### config.mk
export PLATFORM = sky130hd
export DESIGN_NAME = cmp_iter
export DESIGN_NICKNAME = d
export VERILOG_FILES = /design/src/rtl/cmp_iter.sv
export SDC_FILE = /design/constraint.sdc
export NUM_CORES = 1
export LEC_CHECK = 0
export BUFFER_PORTS_ARGS = -buffer_cell sky130_fd_sc_hd__buf_2
export CORE_ASPECT_RATIO = 0.9
export CORE_UTILIZATION = 40
export CTS_BUF_LIST = sky130_fd_sc_hd__clkbuf_8
export CTS_CLUSTER_DIAMETER = 150
export DETAILED_ROUTE_END_ITERATION = 8
export GPL_TIMING_DRIVEN = 0
export HOLD_SLACK_MARGIN = 0.15
export SLEW_MARGIN = 0
export SYNTH_ARGS = -nofsm -noshare
export SYNTH_HDL_FRONTEND = slang
export SYNTH_SLANG_ARGS = --single-unit
### constraint.sdc
create_clock -name clk -period 2.44 [get_ports clk]
set_input_delay 0.122 -clock clk [delete_from_list [all_inputs] [get_ports clk]]
set_output_delay 0.122 -clock clk [all_outputs]
set_load 0.05 [all_outputs]
### src/rtl/cmp_iter.sv
// Iterative RISC-V branch comparator: CHUNK bits per clock, MSB chunk first.
// Optional macro CMP_EARLY_EXIT_EN ends the run on the first differing chunk.
module cmp_iter #(
    parameter int XLEN  = 32,
    parameter int CHUNK = 8
) (
    input  logic            clk,
    input  logic            rst_n,
    input  logic            start,
    input  logic [XLEN-1:0] rs1_d,
    input  logic [XLEN-1:0] rs2_d,
    input  logic [2:0]      cmp_op,
    output logic            ready_o,
    output logic            valid_o,
    output logic            b
);

    localparam int N    = XLEN / CHUNK;
    localparam int IDXW = (N > 1) ? $clog2(N) : 1;

    localparam logic [2:0] OP_EQ  = 3'b000;
    localparam logic [2:0] OP_NE  = 3'b001;
    localparam logic [2:0] OP_LT  = 3'b010;
    localparam logic [2:0] OP_GE  = 3'b011;
    localparam logic [2:0] OP_LTU = 3'b100;
    localparam logic [2:0] OP_GEU = 3'b101;

    typedef enum logic [1:0] {
        IDLE,
        RUN,
        DONE
    } state_t;

    state_t            state_q;
    logic [IDXW-1:0]   idx_q;
    logic [XLEN-1:0]   opA_q;
    logic [XLEN-1:0]   opB_q;
    logic [2:0]        op_q;
    logic              eq_q;
    logic              lt_q;

    logic [CHUNK-1:0]  chunkA;
    logic [CHUNK-1:0]  chunkB;
    logic              chunkDiffer;
    logic              eq_d;
    logic              lt_d;
    logic              taken_d;
    logic              opValid;
    logic              lastChunk;
    logic              leaveRun;
    logic [XLEN-1:0]   signMask;

    // Operands shift left each RUN cycle, so the current chunk is always on top.
    assign chunkA      = opA_q[XLEN-1 -: CHUNK];
    assign chunkB      = opB_q[XLEN-1 -: CHUNK];
    assign chunkDiffer = (chunkA != chunkB);
    assign opValid     = (op_q <= OP_GEU);
    assign lastChunk   = (idx_q == IDXW'(N - 1));

    // Flipping both sign bits turns a signed compare into an unsigned one.
    assign signMask = ((cmp_op == OP_LT) || (cmp_op == OP_GE))
                      ? (XLEN'(1) << (XLEN - 1)) : '0;

    always_comb begin
        eq_d = eq_q;
        lt_d = lt_q;
        if (eq_q && chunkDiffer) begin
            eq_d = 1'b0;
            lt_d = (chunkA < chunkB);
        end
    end

    always_comb begin
        taken_d = 1'b0;
        case (op_q)
            OP_EQ:          taken_d = eq_d;
            OP_NE:          taken_d = !eq_d;
            OP_LT, OP_LTU:  taken_d = lt_d;
            OP_GE, OP_GEU:  taken_d = !lt_d;
            default:        taken_d = 1'b0;
        endcase
    end

    // An invalid op spends one RUN cycle and leaves with b=0, giving it latency 1.
`ifdef CMP_EARLY_EXIT_EN
    assign leaveRun = lastChunk || !opValid || (eq_q && chunkDiffer);
`else
    assign leaveRun = lastChunk || !opValid;
`endif

    always_ff @(posedge clk or negedge rst_n) begin
        if (!rst_n) begin
            state_q <= IDLE;
            idx_q   <= '0;
            opA_q   <= '0;
            opB_q   <= '0;
            op_q    <= OP_EQ;
            eq_q    <= 1'b0;
            lt_q    <= 1'b0;
            ready_o <= 1'b1;
            valid_o <= 1'b0;
            b       <= 1'b0;
        end else begin
            valid_o <= 1'b0;
            case (state_q)
                IDLE, DONE: begin
                    if (start) begin
                        opA_q   <= rs1_d ^ signMask;
                        opB_q   <= rs2_d ^ signMask;
                        op_q    <= cmp_op;
                        idx_q   <= '0;
                        eq_q    <= 1'b1;
                        lt_q    <= 1'b0;
                        state_q <= RUN;
                        ready_o <= 1'b0;
                    end else begin
                        state_q <= IDLE;
                        ready_o <= 1'b1;
                    end
                end
                RUN: begin
                    eq_q  <= eq_d;
                    lt_q  <= lt_d;
                    opA_q <= opA_q << CHUNK;
                    opB_q <= opB_q << CHUNK;
                    if (leaveRun) begin
                        state_q <= DONE;
                        valid_o <= 1'b1;
                        ready_o <= 1'b1;
                        b       <= taken_d;
                    end else begin
                        idx_q <= idx_q + 1'b1;
                    end
                end
                default: begin
                    state_q <= IDLE;
                    ready_o <= 1'b1;
                end
            endcase
        end
    end

endmodule
== Yosys cells after proc, flatten, opt, wreduce, memory -nomap -nowiden ==
Cells that the tools add are included.
Operators by class
  $add $sub $neg: 1
  $lt $le $gt $ge: 2
  equality and inequality tests: 14
  mux-type cells: 23
  bitwise operators: 2
  reductions and logical operators: 16
Operators by type and width (count)
  32-bit one-hot mux with 2 select lines: 2
  32-bit 2-to-1 mux: 3
  32-bit XOR: 2
  3-bit by 2-bit == test with 1-bit output (second input constant): 4
  1-bit 2-to-1 mux: 9
  8-bit < comparator: 1
  8-bit != test: 1
  2-bit one-hot mux with 2 select lines: 2
  3-bit == test (second input constant): 2
  2-bit 2-to-1 mux: 3
  2-bit != test (second input constant): 3
  1-bit one-hot mux with 2 select lines: 3
  2-bit AND reduction: 3
  2-bit OR reduction: 3
  2-bit == test (second input constant): 2
  1-bit one-hot mux with 4 select lines: 1
  3-bit by 1-bit == test with 1-bit output (second input constant): 1
  3-bit less-or-equal comparator (second input constant): 1
  1-bit logical NOT: 3
  3-bit logical NOT: 1
  3-bit AND reduction: 1
  2-bit by 1-bit adder with 2-bit output (second input constant): 1
  2-bit by 1-bit == test with 1-bit output (second input constant): 1
  2-bit logical NOT: 1
  other kinds (3): 4
Word-level totals
  bits in registers: 76
  bits of input ports: 70
  output and inout bits: 3
  word-level logic and storage cells: 68

== Longest topological paths before layout ==
  depth in word-level cells: 6
  gate-level depth with buffers: 7
  gate-level depth less buffers: 7

== Least setup slack after synthesis ==
No wires, ideal clock.
  path kind: flip-flop to flip-flop
  start: register opA_q[31]
  end: register b
  library setup time: 0.101 ns
  arrival time: 1.698 ns
  required time: 2.339 ns
  slack: 0.641 ns
  stages on the path, launching flop included: 7
  buffers on the path: 0
  period minus slack after synthesis: 1.799 ns
  path through: dfrtp_1 -> ha_1 -> nand4_4 -> o21ai_2 -> a2111o_1 -> o2111a_1 -> nor4_1
On the way
  word-level cells in the longest chain between the ends: 5
RTL lines
  start, declared: RTL line 36  | logic [XLEN-1:0] opA_q;
  start signal, assigned: RTL line 108  | opA_q <= rs1_d ^ signMask;
  start signal, assigned: RTL line 124  | opA_q <= opA_q << CHUNK;
  branches (longest 4 deep; another with 8-bit < comparator)
  1-bit one-hot mux with 4 select lines *: RTL line 75  | case (op_q)
  end signal, assigned: RTL line 130  | b <= taken_d;
  end, declared: RTL line 15  | output logic b
Every way passes the cells marked *.
A chain may end at the register's enable or synchronous reset.

== Worst setup path after layout ==
Ends and elaborated chain as after synthesis.

==> summary.txt <==
Timing
  • Peak Freq: 502 MHz
  • Max-slew headroom: 61.3%
  • Final Cycle Share: 81.6%
  • RSZ-0062 raised after global routing: no
  • Setup TNS: 0 ns
  • Count of pins over their slew limit: 0
  • Skew final: 0.0118 ns
  • Final hold vios: 0
  • Finish-stage setup viols: 0
  • Least-Margin Pin Slew: 0.580 ns
  • Tmin final: 1.99 ns

Logic synthesis
  • Mapped Nets: 406
  • Asr flop ratio synth: 100%
  • Register bit total from synthesis: 76
  • Number of flops mapped to enable cells by yosys: 0
  • Ys flop type: dfrtp_1
  • Post-synthesis sequential area ratio: 57.1%
  • Unique cell type count in the Yosys netlist: 29
  • Syn_area_per_cell: 10.2 µm²
  • Mapped Area: 3340 µm²
  • Yosys Warn Count: 0
  • Post-Synthesis Cells: 327

Drt
  • Routed Antenna Nets: 0
  • WL final: 8910 µm
  • Via Count: 2989
  • Routed wl met3: 271 µm
  • Highest metal used: met4
  • Pre-antenna DRT Iters: 7
  • Vias per Instance: 5.13
  • M1 WL: 4140 µm
  • First-iteration detailed-routing DRC count: 122
  • Met2 wire len: 4420 µm
  • Routed len/inst: 15.3 µm
  • DRC: 0

Power
  • Leak: 2.37 nW
  • Power Total: 5.72 mW
  • PwrDens: 1200 nW/µm²
  • Worst vdd ir: 0.000461 V

Floorplan
  • Die width: 98.3 µm
  • IO Count: 73
  • Core box area: 8070 µm²
  • Row count: 31
  • Die height: 88.6 µm
  • Die Area: 8710 µm²
  • Initial Util: 41.3%

Worst setup path
  • Reg2reg end: b
  • Reg2reg setup slack: 0.45 ns
  • Element type at the critical path end: register
  • Worst EP required: 2.69 ns
  • Worst-path fanout max: 5
  • Startpoint type of the worst setup path: register
  • Worst R2R Start: opA_q[31]
  • Critical path class: reg -> reg
  • CP arrival: 2.24 ns
  • Worst-case reg-to-reg path depth: 6

Clock tree
  • Cts bufs inserted: 9
  • Root Driver: clkbuf_8
  • H-Tree Depth: 3
  • Max Root-Sink Buffers: 2
  • Clock transition at the registers of the reported paths: 0.08 ns
  • Clk sinks: 76
  • Clock Latency Late Sink: 0.35 ns
  • CTS tree: yes

Placed design
  • Area after DPL: 3850 µm²
  • PortBufs: 72
  • Gpl congestion: 0.729
  • HPWL after DPL: 5710 µm

Run
  • MaxCap Viol Count: 0

Min path
  • HP Class: in -> async

Finish
  • Syn-to-layout area delta: 43.3%
  • Fin area: 4780 µm²
  • Nets: 558
  • Most frequent cells in the layout: 93 x nand2_1, 78 x buf_2, 75 x dfrtp_1, 68 x dlygate4sd3_1, 41 x a22oi_1
  • Commonest non-fill, non-tap cell in the layout: nand2_1
  • Share of post-route cells with drive strength above 1: 20.5%
  • Diodes inserted: 0

Global route
  • Grt total ovfl: 0
  • Global-route wire length before repair: 14600 µm
  • Initial antenna violation count: 0
  • GRT Resource Usage Total: 22.3%
  • Vias in the first global route: 3031
  • Largest net degree at the start of global routing: 46

Run status
  • Run status: completed
registers in the layout, summed over array words and instances, names as in the netlist:
name,count
state_q,2
b,1
eq_q,1
opA_q,32
ready_o,1
opB_q,32
idx_q,2
lt_q,1
valid_o,1
op_q,3
stage by stage:
stage / util (%) / instances / hold WS (ns) / worst slack [ns]
floorplan: - / 327 / -0.174 / 0.641
global placement: 47.3 / 498 / 0.324 / 0.504
detailed placement: 47.7 / 499 / 0.0978 / 0.489
CTS: 59.3 / 583 / 0.253 / 0.451
global route: 59.3 / 583 / 0.293 / 0.328
finish: 59.3 / 583 / 0.253 / 0.448
how the worst max path moves through the flow:
stage | from | to | slack, ns | depth (start not counted)
CTS | opA_q[31] | b | 0.45 | 6
global route | opA_q[31] | b | 0.33 | 6
finish | opA_q[31] | b | 0.45 | 6
global placement | opA_q[31] | b | 0.50 | 6
detailed placement | opA_q[31] | b | 0.49 | 6
floorplan | opA_q[31] | b | 0.64 | 6
where the power goes:
group	total, mW	switching [mW]	internal [mW]	leakage (nW)
sequential	2.16	0.321	1.84	0.960
combinational	2.37	1.43	0.940	1.28
clock	1.19	0.460	0.730	0.131
total	5.72	2.21	3.51	2.37
synth_stat cells (3+ instances only):
| cell type | number | area (µm²) |
|---|---|---|
| a22o_1 | 17 | 149 |
| nor3_1 | 8 | 40.0 |
| a221o_1 | 7 | 70.1 |
| dfrtp_1 | 75 | 1880 |
| a21oi_1 | 5 | 25.0 |
| ha_1 | 9 | 113 |
| buf_1 | 3 | 11.3 |
| nor2_1 | 11 | 41.3 |
| buf_2 | 7 | 35.0 |
| inv_1 | 10 | 37.5 |
| clkbuf_1 | 12 | 45.0 |
| o21ai_0 | 5 | 25.0 |
| nand2_1 | 93 | 349 |
| a22oi_1 | 41 | 308 |
| nor2b_1 | 4 | 25.0 |
| nand3_1 | 3 | 15.0 |
worst max-delay path, stage by stage (launching register included):
cell	delay (ns)
dfrtp_1	0.40
ha_1	0.36
nand4_4	0.14
o21ai_2	0.09
a2111o_1	0.39
o2111a_1	0.25
nor4_1	0.25
metal layers:
metal  GRT usage [%]  vias up
li1                -     1463
met1            29.6     1461
met2            38.2       58
met3            2.92        7
met4            8.14        0
met5               0        -
area by class of cell:
class	count	area, µm²
fillers	711	3290
flip-flops and latches	76	1900
multi-input cells	219	1300
repair buffers	141	1070
clock buffers	11	151
well taps	99	124
clock inverters	5	98.8
plain buffers	22	91.3
inverters	10	37.5
cells by family after synthesis:
kind of cell / share of synthesized area, %
buffers and inverters: 3.86
flip-flops: 57.1
XOR/XNOR: 0.525
AND/OR/NAND/NOR: 16.3
AO/OA/AOI/OAI: 18.9
adder cells (fa/ha/maj): 3.38
repair_timing:
action | in CTS | in global routing
endpoints found under the hold margin | 142 | 0
hold buffers | 68 | 0
resized for setup | 0 | 0
setup buffers | 0 | 0
No activity file was read; power rests on OpenSTA's default activity.
